`config.mk`:
```
export PLATFORM = sky130hd
export DESIGN_NAME = jtag_scan_ctrl
export DESIGN_NICKNAME = d
export VERILOG_FILES = /design/src/rtl/jtag_scan_ctrl.sv
export SDC_FILE = /design/constraint.sdc
export NUM_CORES = 1
export LEC_CHECK = 0
export CORE_MARGIN = 2
export CORE_UTILIZATION = 48
export DETAILED_ROUTE_END_ITERATION = 16
export GPL_ROUTABILITY_DRIVEN = 0
export PLACE_DENSITY = 0.73
export SETUP_SLACK_MARGIN = 0.02
export SLEW_MARGIN = 5
export SYNTH_ARGS = -nofsm -noshare
export SYNTH_HDL_FRONTEND = slang
export SYNTH_SLANG_ARGS = --single-unit
```
`constraint.sdc`:
```
create_clock -name TCLK -period 6.79 [get_ports TCLK]
set_input_delay 0.679 -clock TCLK [delete_from_list [all_inputs] [get_ports TCLK]]
set_output_delay 0.679 -clock TCLK [all_outputs]
set_load 0.05 [all_outputs]
```
`src/rtl/jtag_scan_ctrl.sv`:
```
`default_nettype none
// ============================================================================
// Module : jtag_scan_ctrl
// Brief  : Command-driven JTAG master: runs TAP reset, IR/DR scans and idle
//          cycles, tracks the target TAP state. Optional TDO capture is
//          enabled by defining JTAG_TDO_CAPTURE_EN.
// Rev    : 1.0 - initial release
// ============================================================================
module jtag_scan_ctrl #(
  parameter int MAX_LEN = 32
) (
  input  logic                     TCLK,
  input  logic                     TRST_N,
  input  logic                     cmd_valid,
  output logic                     cmd_ready,
  input  logic [1:0]               cmd_op,
  input  logic [$clog2(MAX_LEN):0] cmd_len,
  input  logic [MAX_LEN-1:0]       cmd_data,
  output logic                     TMS,
  output logic                     TDI,
  input  logic                     TDO,
  output logic                     rsp_valid,
  output logic [MAX_LEN-1:0]       rsp_data,
  output logic [3:0]               tap_state
);

  localparam int c_lw = $clog2(MAX_LEN) + 1;
  localparam int c_cw = c_lw + 3;
  typedef logic [c_cw-1:0] cnt_t;

  localparam cnt_t c_one = cnt_t'(1);
  localparam cnt_t c_max = cnt_t'(MAX_LEN);
  localparam logic [MAX_LEN-1:0] c_lsb = {{(MAX_LEN-1){1'b0}}, 1'b1};

  localparam logic [1:0] c_op_rst  = 2'b00;
  localparam logic [1:0] c_op_ir   = 2'b01;
  localparam logic [1:0] c_op_dr   = 2'b10;

  localparam logic [3:0] c_tap_tlr      = 4'h0;
  localparam logic [3:0] c_tap_rti      = 4'h1;
  localparam logic [3:0] c_tap_sel_dr   = 4'h2;
  localparam logic [3:0] c_tap_cap_dr   = 4'h3;
  localparam logic [3:0] c_tap_shift_dr = 4'h4;
  localparam logic [3:0] c_tap_ex1_dr   = 4'h5;
  localparam logic [3:0] c_tap_pause_dr = 4'h6;
  localparam logic [3:0] c_tap_ex2_dr   = 4'h7;
  localparam logic [3:0] c_tap_upd_dr   = 4'h8;
  localparam logic [3:0] c_tap_sel_ir   = 4'h9;
  localparam logic [3:0] c_tap_cap_ir   = 4'hA;
  localparam logic [3:0] c_tap_shift_ir = 4'hB;
  localparam logic [3:0] c_tap_ex1_ir   = 4'hC;
  localparam logic [3:0] c_tap_pause_ir = 4'hD;
  localparam logic [3:0] c_tap_ex2_ir   = 4'hE;
  localparam logic [3:0] c_tap_upd_ir   = 4'hF;

  typedef enum logic [1:0] {
    ST_WAKE = 2'd0,
    ST_IDLE = 2'd1,
    ST_BUSY = 2'd2
  } state_t;

  state_t             r_state;
  logic [3:0]         r_tap;
  logic               r_tms;
  logic               r_tdi;
  logic               r_cmd_ready;
  logic               r_rsp_valid;
  logic [1:0]         r_op;
  cnt_t               r_len;
  cnt_t               r_cnt;
  cnt_t               r_total;
  logic [MAX_LEN-1:0] r_data;

  logic [3:0]         w_tap_nxt;
  logic               w_accept;
  cnt_t               w_len_ext;
  cnt_t               w_len_eff;
  logic [1:0]         w_op;
  cnt_t               w_len;
  logic [MAX_LEN-1:0] w_data;
  cnt_t               w_k;
  cnt_t               w_pre;
  cnt_t               w_shift_hi;
  logic               w_in_shift;
  logic               w_tms_nxt;
  logic               w_tdi_nxt;
  cnt_t               w_total;

  // Target TAP model, advanced by the TMS value currently on the wire.
  always_comb begin
    w_tap_nxt = r_tap;
    case (r_tap)
      c_tap_tlr:      w_tap_nxt = r_tms ? c_tap_tlr    : c_tap_rti;
      c_tap_rti:      w_tap_nxt = r_tms ? c_tap_sel_dr : c_tap_rti;
      c_tap_sel_dr:   w_tap_nxt = r_tms ? c_tap_sel_ir : c_tap_cap_dr;
      c_tap_cap_dr:   w_tap_nxt = r_tms ? c_tap_ex1_dr : c_tap_shift_dr;
      c_tap_shift_dr: w_tap_nxt = r_tms ? c_tap_ex1_dr : c_tap_shift_dr;
      c_tap_ex1_dr:   w_tap_nxt = r_tms ? c_tap_upd_dr : c_tap_pause_dr;
      c_tap_pause_dr: w_tap_nxt = r_tms ? c_tap_ex2_dr : c_tap_pause_dr;
      c_tap_ex2_dr:   w_tap_nxt = r_tms ? c_tap_upd_dr : c_tap_shift_dr;
      c_tap_upd_dr:   w_tap_nxt = r_tms ? c_tap_sel_dr : c_tap_rti;
      c_tap_sel_ir:   w_tap_nxt = r_tms ? c_tap_tlr    : c_tap_cap_ir;
      c_tap_cap_ir:   w_tap_nxt = r_tms ? c_tap_ex1_ir : c_tap_shift_ir;
      c_tap_shift_ir: w_tap_nxt = r_tms ? c_tap_ex1_ir : c_tap_shift_ir;
      c_tap_ex1_ir:   w_tap_nxt = r_tms ? c_tap_upd_ir : c_tap_pause_ir;
      c_tap_pause_ir: w_tap_nxt = r_tms ? c_tap_ex2_ir : c_tap_pause_ir;
      c_tap_ex2_ir:   w_tap_nxt = r_tms ? c_tap_upd_ir : c_tap_shift_ir;
      c_tap_upd_ir:   w_tap_nxt = r_tms ? c_tap_sel_dr : c_tap_rti;
      default:        w_tap_nxt = c_tap_tlr;
    endcase
  end

  assign w_accept  = (r_state == ST_IDLE) && r_cmd_ready && cmd_valid;
  assign w_len_ext = {{(c_cw-c_lw){1'b0}}, cmd_len};

  always_comb begin
    if (w_len_ext == '0)
      w_len_eff = c_one;
    else if (w_len_ext > c_max)
      w_len_eff = c_max;
    else
      w_len_eff = w_len_ext;
  end

  // Cycle k of the command being set up: k=1 on acceptance, r_cnt+1 afterwards.
  assign w_op       = w_accept ? cmd_op    : r_op;
  assign w_len      = w_accept ? w_len_eff : r_len;
  assign w_data     = w_accept ? cmd_data  : r_data;
  assign w_k        = w_accept ? c_one     : (r_cnt + c_one);
  assign w_pre      = (w_op == c_op_ir) ? cnt_t'(4) : cnt_t'(3);
  assign w_shift_hi = w_pre + w_len;
  assign w_in_shift = ((w_op == c_op_ir) || (w_op == c_op_dr)) &&
                      (w_k > w_pre) && (w_k <= w_shift_hi);
  assign w_tdi_nxt  = w_in_shift & (|(w_data & (c_lsb << (w_k - w_pre - c_one))));

  always_comb begin
    w_tms_nxt = 1'b0;
    case (w_op)
      c_op_rst: w_tms_nxt = (w_k < cnt_t'(6));
      c_op_ir, c_op_dr: begin
        if (w_k <= w_pre)
          w_tms_nxt = (w_k == c_one) || ((w_op == c_op_ir) && (w_k == cnt_t'(2)));
        else if (w_k <= w_shift_hi)
          w_tms_nxt = (w_k == w_shift_hi);
        else
          w_tms_nxt = (w_k == (w_shift_hi + c_one));
      end
      default: w_tms_nxt = 1'b0;
    endcase
  end

  always_comb begin
    case (w_op)
      c_op_rst: w_total = cnt_t'(6);
      c_op_ir:  w_total = w_len + cnt_t'(6);
      c_op_dr:  w_total = w_len + cnt_t'(5);
      default:  w_total = w_len;
    endcase
  end

  always_ff @(posedge TCLK or negedge TRST_N) begin
    if (!TRST_N) begin
      r_state     <= ST_WAKE;
      r_tap       <= c_tap_tlr;
      r_tms       <= 1'b1;
      r_tdi       <= 1'b0;
      r_cmd_ready <= 1'b0;
      r_rsp_valid <= 1'b0;
      r_op        <= '0;
      r_len       <= '0;
      r_cnt       <= '0;
      r_total     <= '0;
      r_data      <= '0;
    end else begin
      r_tap       <= w_tap_nxt;
      r_rsp_valid <= 1'b0;
      case (r_state)
        // One TMS=0 cycle walks the target from Test_Logic_Reset to Run_Test.
        ST_WAKE: begin
          r_tms <= 1'b0;
          r_tdi <= 1'b0;
          if (!r_tms) begin
            r_state     <= ST_IDLE;
            r_cmd_ready <= 1'b1;
          end
        end
        ST_IDLE: begin
          r_tms <= 1'b0;
          r_tdi <= 1'b0;
          if (w_accept) begin
            r_state     <= ST_BUSY;
            r_cmd_ready <= 1'b0;
            r_op        <= cmd_op;
            r_len       <= w_len_eff;
            r_data      <= cmd_data;
            r_cnt       <= c_one;
            r_total     <= w_total;
            r_tms       <= w_tms_nxt;
            r_tdi       <= w_tdi_nxt;
          end
        end
        ST_BUSY: begin
          if (r_cnt == r_total) begin
            r_state     <= ST_IDLE;
            r_cmd_ready <= 1'b1;
            r_rsp_valid <= 1'b1;
            r_tms       <= 1'b0;
            r_tdi       <= 1'b0;
          end else begin
            r_cnt <= r_cnt + c_one;
            r_tms <= w_tms_nxt;
            r_tdi <= w_tdi_nxt;
          end
        end
        default: begin
          r_state <= ST_WAKE;
          r_tms   <= 1'b1;
          r_tdi   <= 1'b0;
        end
      endcase
    end
  end

`ifdef JTAG_TDO_CAPTURE_EN
  logic [MAX_LEN-1:0] r_rsp_data;
  logic [MAX_LEN-1:0] w_cap_mask;
  logic               w_cap_en;

  // Shift bit i lives in command cycle pre+1+i.
  assign w_cap_mask = c_lsb << (r_cnt - ((r_op == c_op_ir) ? cnt_t'(5) : cnt_t'(4)));
  assign w_cap_en   = (r_state == ST_BUSY) &&
                      ((r_tap == c_tap_shift_dr) || (r_tap == c_tap_shift_ir));

  always_ff @(posedge TCLK or negedge TRST_N) begin
    if (!TRST_N)
      r_rsp_data <= '0;
    else if (w_accept)
      r_rsp_data <= '0;
    else if (w_cap_en)
      r_rsp_data <= (r_rsp_data & ~w_cap_mask) | ({MAX_LEN{TDO}} & w_cap_mask);
  end

  assign rsp_data = r_rsp_data;
`else
  logic w_tdo_unused;
  assign w_tdo_unused = TDO;
  assign rsp_data     = '0;
`endif

  assign cmd_ready = r_cmd_ready;
  assign rsp_valid = r_rsp_valid;
  assign TMS       = r_tms;
  assign TDI       = r_tdi;
  assign tap_state = r_tap;

endmodule
`default_nettype wire

```
# Word level (Yosys, flattened, before mapping)
# Cells that the tools add are included.
# word_totals
ff_bits	71
latchBits	0
mem_bits_rw	0
mem_bits_ro	0
output_inout_bits	40
elab_cells	119
n_memories	0
# op_classes
addsub	7
multipliers	0
n_div	0
n_lt_le_gt_ge	5
n_eq_ne	28
shifts	1
muxes	43
bitwise_logic	2
reduce_logical	22
# ops
op	count
$pmux 4 s12	1
$mux 9	4
$and 32x32->32	1
$eq 4x4->1 const B	8
$mux 32	1
$reduce_or 32->1	1
$shl 1x9->32 const A	1
$eq 9x9->1	3
$pmux 9 s3	1
$add 9x1->9 const B	2
$add 9x3->9 const B	2
$pmux 9 s2	1
$eq 4x3->1 const B	4
$mux 4	4
$mux 1	14
$mux 2	7
$mux 6	2
$add 3x9->9	1
$eq 9x1->1 const B	1
$eq 9x2->1 const B	1
$gt 9x3->1	1
$le 9x3->1	1
$le 9x9->1	1
$logic_not 9->1	1
25 further kinds	44

# Depth between registers and ports, before layout
# depth
word_depth	14
mapped_depth	28
ltp_nobuf	23

# Least setup slack after synthesis
# OpenSTA, ideal clock, no wires.
# synth_path
kind	input-to-reg
startpoint	input port cmd_valid
endpoint	register r_tms (netlist: TMS)
setup_ns	0.097
t_arrival_ns	5.175
required_ns	6.693
path_slack_ns	1.518
cell_stages	24
path_buffers	5
path_cell_list	nand3_1 -> clkbuf_1 -> buf_1 -> clkbuf_1 -> clkbuf_1 -> nand2_1 -> nand2_1 -> ha_1 -> clkbuf_1 -> inv_1 -> ha_1 -> fa_1 -> a21oi_1 -> nor3_1 -> xnor2_1 -> inv_1 -> ha_1 -> o21a_1 -> o211ai_1 -> a21oi_1 -> a211oi_1 -> nor2_1 -> nand4_1 -> o41ai_2
# synth_between
elab_chain_len	12
word_cells_on_any_way	26
classes_between	add/sub: 2; order compare: 3; eq/ne: 6; mux: 10; reduce/logical: 5
# synth_lines
item	line	source
start: declaration	14	input logic cmd_valid,
$logic_and 1x1->1 (*)	113	assign w_accept = (r_state == ST_IDLE) && r_cmd_ready && cmd_valid;
$mux 2 (*)	-	
named net w_op[0]	78	logic [1:0] w_op;
$eq 2x1->1	130, 138, 142	
$mux 3	130	assign w_pre = (w_op == c_op_ir) ? cnt_t'(4) : cnt_t'(3);
$add 3x9->9	131	assign w_shift_hi = w_pre + w_len;
$add 9x1->9	146	w_tms_nxt = (w_k == (w_shift_hi + c_one));
$eq 9x9->1	146	
$mux 1	143	else if (w_k <= w_shift_hi)
$mux 1	141	if (w_k <= w_pre)
$pmux 1 s2 (*)	138	case (w_op)
$mux 1, on equally long branches	203, 190	
$pmux 1 s3 (*)	177	case (r_state)
end signal: assignment	198	r_tms <= w_tms_nxt;
end signal: assignment	211	r_tms <= w_tms_nxt;
end: declaration	64	logic r_tms;
# Mark *: on every way through the listed nets, which the timed path passes. The rest lies on a longest branch.
# A chain may end at the register's enable or synchronous reset.

# Worst setup path in the final report
# layout_path
startpoint	input port cmd_valid
endpoint	register r_tdi (netlist: TDI)
# layout_between
elab_chain_len	12
word_cells_on_any_way	23
classes_between	add/sub: 3; order compare: 2; eq/ne: 2; shift: 1; mux: 8; bitwise: 2; reduce/logical: 5
# layout_lines
item	line	source
$logic_and 1x1->1 (*)	113	
$mux 2 (*)	-	
named net w_op[0]	78	
$eq 2x1->1	130, 132	
$mux 3	130	
$sub 9x3->9	134	assign w_tdi_nxt = w_in_shift & (|(w_data & (c_lsb << (w_k - w_pre - c_one))));
$sub 9x1->9	134	
$shl 1x9->32	134	
$and 32x32->32	134	
$reduce_or 32->1	134	
$and 1x1->1 (*)	134	
$mux 1, on equally long branches	203, 190	
$pmux 1 s2 (*)	177	
end signal: assignment	199	r_tdi <= w_tdi_nxt;
end signal: assignment	212	r_tdi <= w_tdi_nxt;
end: declaration	65	logic r_tdi;
# Marked as above.

==> results.md <==
* Tmin final at 5289 ps
* Crit-path leading delay family: compound AO/OA/AOI/OAI gates
* P_int at 0.001600 W
* Synth Flop Type: dfrtp_1
* Synthesized area at 5354 µm²
* Clk_skew at 12.09 ps
* Global-route wire length before repair at 20.34 mm
* Final antenna-violating net count at 0
* Start of the worst register-to-register path: r_state[1]
* Slowest cell delay on critical path at 560 ps
* Post-CTS setup buffer count at 0
* Final hold vios at 0
* Layout cells sized above 1 at 0.06250
* Synth Register Bits at 71
* Crit. Startpoint: cmd_valid
* Area of the multi-input gates at 3174 µm²
* Initial core utilization at 0.4939
* Power per cell area at 506.9 nW/µm²
* Post-cts hold buffer count at 0
* Combinational Power Share at 0.650
* Final net count at 757
* Pins Over Slew Limit at 0
* CP max stage cell: and3_4
* Area after DPL at 5773 µm²
* Post-CTS sizing at 0
* Hold WC Path Type: reg -> reg
* Vias in the first global route at 4391
* Filler cell count at 995
* Setup ws final at 1501 ps
* CTS max path bufs at 2
* Final wirelength at 12.42 mm
* Worst-Skew Late Latency at 350 ps
* IO Count at 84
* Port Buffers at 50
* DP Worst Slack at 1223 ps
* Synth async-reset ratio at 1.000
* Die extent in x at 109.6 µm
* Post-synth top area cell: dfrtp_1
* Rel. slew slack at 0.2542
* Post-synth EDFFs at 0
* Post-synth cell types at 67
* Core Region at 10840 µm²
* P_sw at 0.001443 W
* Maximum capacitance violations at 0
* Crit path required time at 7050 ps
* Clk pin slew, worst setup/hold paths at 80 ps
* Congestion Overflow GR at 0
* Part of the Yosys area used for sequential elements at 0.3321
* RSZ-0062 raised after global routing: no
* Root Driver: clkbuf_8
* Fmax at 189.1 MHz
* Vias/cell at 5.572
* Hold_sp: r_data[23]
* GRT Util Overall at 0.2132
* Status: finished, final reports clean
* Switching Fraction at 0.4742
* Crit-path cells: clkdlybuf4s50_1 -> and3_4 -> nand2_1 -> nand2_1 -> ha_1 -> buf_4 -> inv_1 -> ha_1 -> fa_1 -> a21oi_1 -> nor3_1 -> xnor2_1 -> inv_1 -> ha_1 -> o21a_1 -> o211ai_1 -> a21oi_1 -> a211oi_1 -> o21ai_0 -> a211oi_1
* Dpl hpwl at 8.847 mm
* Worst IR drop on VDD at 216.1 µV
* Area Growth Syn to Fin at 12.13%
* Leakage power at 2.805 nW
* DR vias at 4614
* Final period util at 0.7789
* Initial antenna violation count at 0
* Drt pass-1 iters at 5
* Drt wl/cell at 15.00 µm
* Sequential cell area at 1778 µm²
* CP dominant cell by count: ha_1
* Clock sinks at 71
* Register share of total power at 0.222
* Critical path class: in -> reg
* Synth top area share at 0.3272
* Critical path capture point type: flip-flop
* Final TNS setup at 0 ps
* N_diodes at 0
* Critical Path Start Type: input port
* TritonCTS Buffers at 9
* Actual slew at the worst max-slew pin at 1107 ps
* Clock Power Share at 0.128
* Fin area at 6003 µm²
* Avg Inst Size Synth at 8.161 µm²
* Die area at 12010 µm²
* Largest net degree at the start of global routing at 72
* Initial DRC count at 354
* Worst path bufs/invs at 4
* Cells after Synth at 656
* Max Fanout on Critical Path at 47
* CP arrival at 5550 ps
* Htree depth at 3
* Most common cell in the netlist: nand2_1
* Drt drc at 0
* Synth top cells by count: 150 x nand2_1, 70 x dfrtp_1, 41 x o21ai_0
* Synth warnings at 0
* Area contributors post-synth: dfrtp_1 33%, nand2_1 11%, ha_1 6.8%
* Die Y at 109.6 µm
* CTS tree: built
* Setup violations, final at 0
* Placement Rows at 38
## sequential cells by signal, indices dropped and copies added (netlist names)
register and cells:
TDI 1, TMS 1, cmd_ready 1, r_cnt 9
r_data 32, r_len 9, r_op 2, r_state 2
r_total 9, rsp_valid 1, tap_state 4
## path summary, 6_finish.rpt
| check | to | slack [ps] | depth (start not counted) |
|---|---|---|---|
| worst min register to register | r_data[23] | 470 | 2 |
| max in group asynchronous | r_total[2] | 5680 | 2 |
| worst max register to register | TDI | 1570 | 21 |
| worst max-delay path | TDI | 1500 | 20 |
| worst min-delay path | r_data[23] | 470 | 2 |
| min in group asynchronous | r_data[28] | 530 | 2 |
## metrics by stage
stage | hold slack [ps] | instances | utilization | power, W
detailed placement | 454.6 | 812 | 0.5325 | 0.002637
finish | 472.3 | 828 | 0.5538 | 0.003043
global placement | 447.1 | 812 | 0.5325 | 0.002565
floorplan | 383.4 | 687 | - | 0.002236
CTS | 474.4 | 828 | 0.5538 | 0.003043
global route | 504.4 | 828 | 0.5538 | 0.003307
## layout by cell type (no fill, tap or decap), types with 3 or more instances in the layout
| cell type | Yosys | layout |
|---|---|---|
| o22ai_1 | 4 | 4 |
| clkdlybuf4s50_1 | 0 | 49 |
| nor2_1 | 26 | 26 |
| nand2b_1 | 4 | 4 |
| a311oi_1 | 4 | 4 |
| o21ai_0 | 41 | 41 |
| xor2_1 | 16 | 16 |
| a221oi_1 | 3 | 3 |
| mux2_2 | 6 | 6 |
| buf_4 | 33 | 4 |
| o31ai_1 | 4 | 4 |
| nand2_1 | 150 | 150 |
| clkbuf_8 | 0 | 10 |
| ha_1 | 29 | 29 |
| nor4_1 | 7 | 7 |
| and2_1 | 11 | 11 |
| nand4_1 | 6 | 6 |
| a21o_1 | 3 | 3 |
| a211oi_1 | 5 | 5 |
| a31oi_1 | 5 | 5 |
| mux4_2 | 4 | 4 |
| o21a_1 | 8 | 8 |
| conb_1 | 1 | 32 |
| mux2i_1 | 7 | 7 |
| o211ai_1 | 5 | 5 |
| xnor2_1 | 27 | 27 |
| nor2b_1 | 9 | 9 |
| or3_1 | 4 | 4 |
| inv_1 | 31 | 31 |
| dfrtp_1 | 70 | 70 |
| nand3_1 | 9 | 8 |
| a21oi_1 | 33 | 33 |
| and3_1 | 4 | 4 |
| nor3_1 | 14 | 14 |
## routing by layer
metal / share of wire / wire length [µm] / vias up / global-route usage
li1: - / - / 2242 / -
met3: 0.052 / 647 / 34 / 0.02727
met5: 0 / 0 / - / 0
met4: 0.031 / 391 / 0 / 0.09765
met2: 0.47 / 5794 / 157 / 0.3558
met1: 0.45 / 5588 / 2181 / 0.2756
## power by group through the flow
stage	sequential, W	clock, W	combinational, W
after global routing	0.000696	0.000414	0.00220
after floorplan	0.000687	0	0.00155
final	0.000674	0.000391	0.00198
after detailed placement	0.000682	0	0.00196
after CTS	0.000673	0.000399	0.00197
after global placement	0.000672	0	0.00189
## final cells by class
cell class	instances	area share
Clock inverter	6	0.01542
Inverter	32	0.02001
Sequential cell	71	0.2962
Clock buffer	10	0.02293
Tap cell	140	0.02918
Multi-Input combinational cell	515	0.5288
Timing Repair Buffer	54	0.08754
## kinds of logic (layout without fill, tap and decap cells)
kind of cell | after synthesis | after routing | share of synthesized area
multiplexers | 18 | 18 | 0.04534
other | 1 | 32 | 0.0007004
buffers and inverters | 101 | 102 | 0.09769
flip-flops | 71 | 71 | 0.3321
AND/OR/NAND/NOR | 253 | 253 | 0.2134
AO/OA/AOI/OAI | 139 | 139 | 0.1690
adder cells (fa/ha/maj) | 30 | 30 | 0.07151
XOR/XNOR | 43 | 43 | 0.07034
## worst min-delay path: stages (launching register included)
cell and delay, ps:
dfrtp_1 330, nand2_1 40, nand2_1 70
Note: power is estimated with default switching activity, not from simulation.
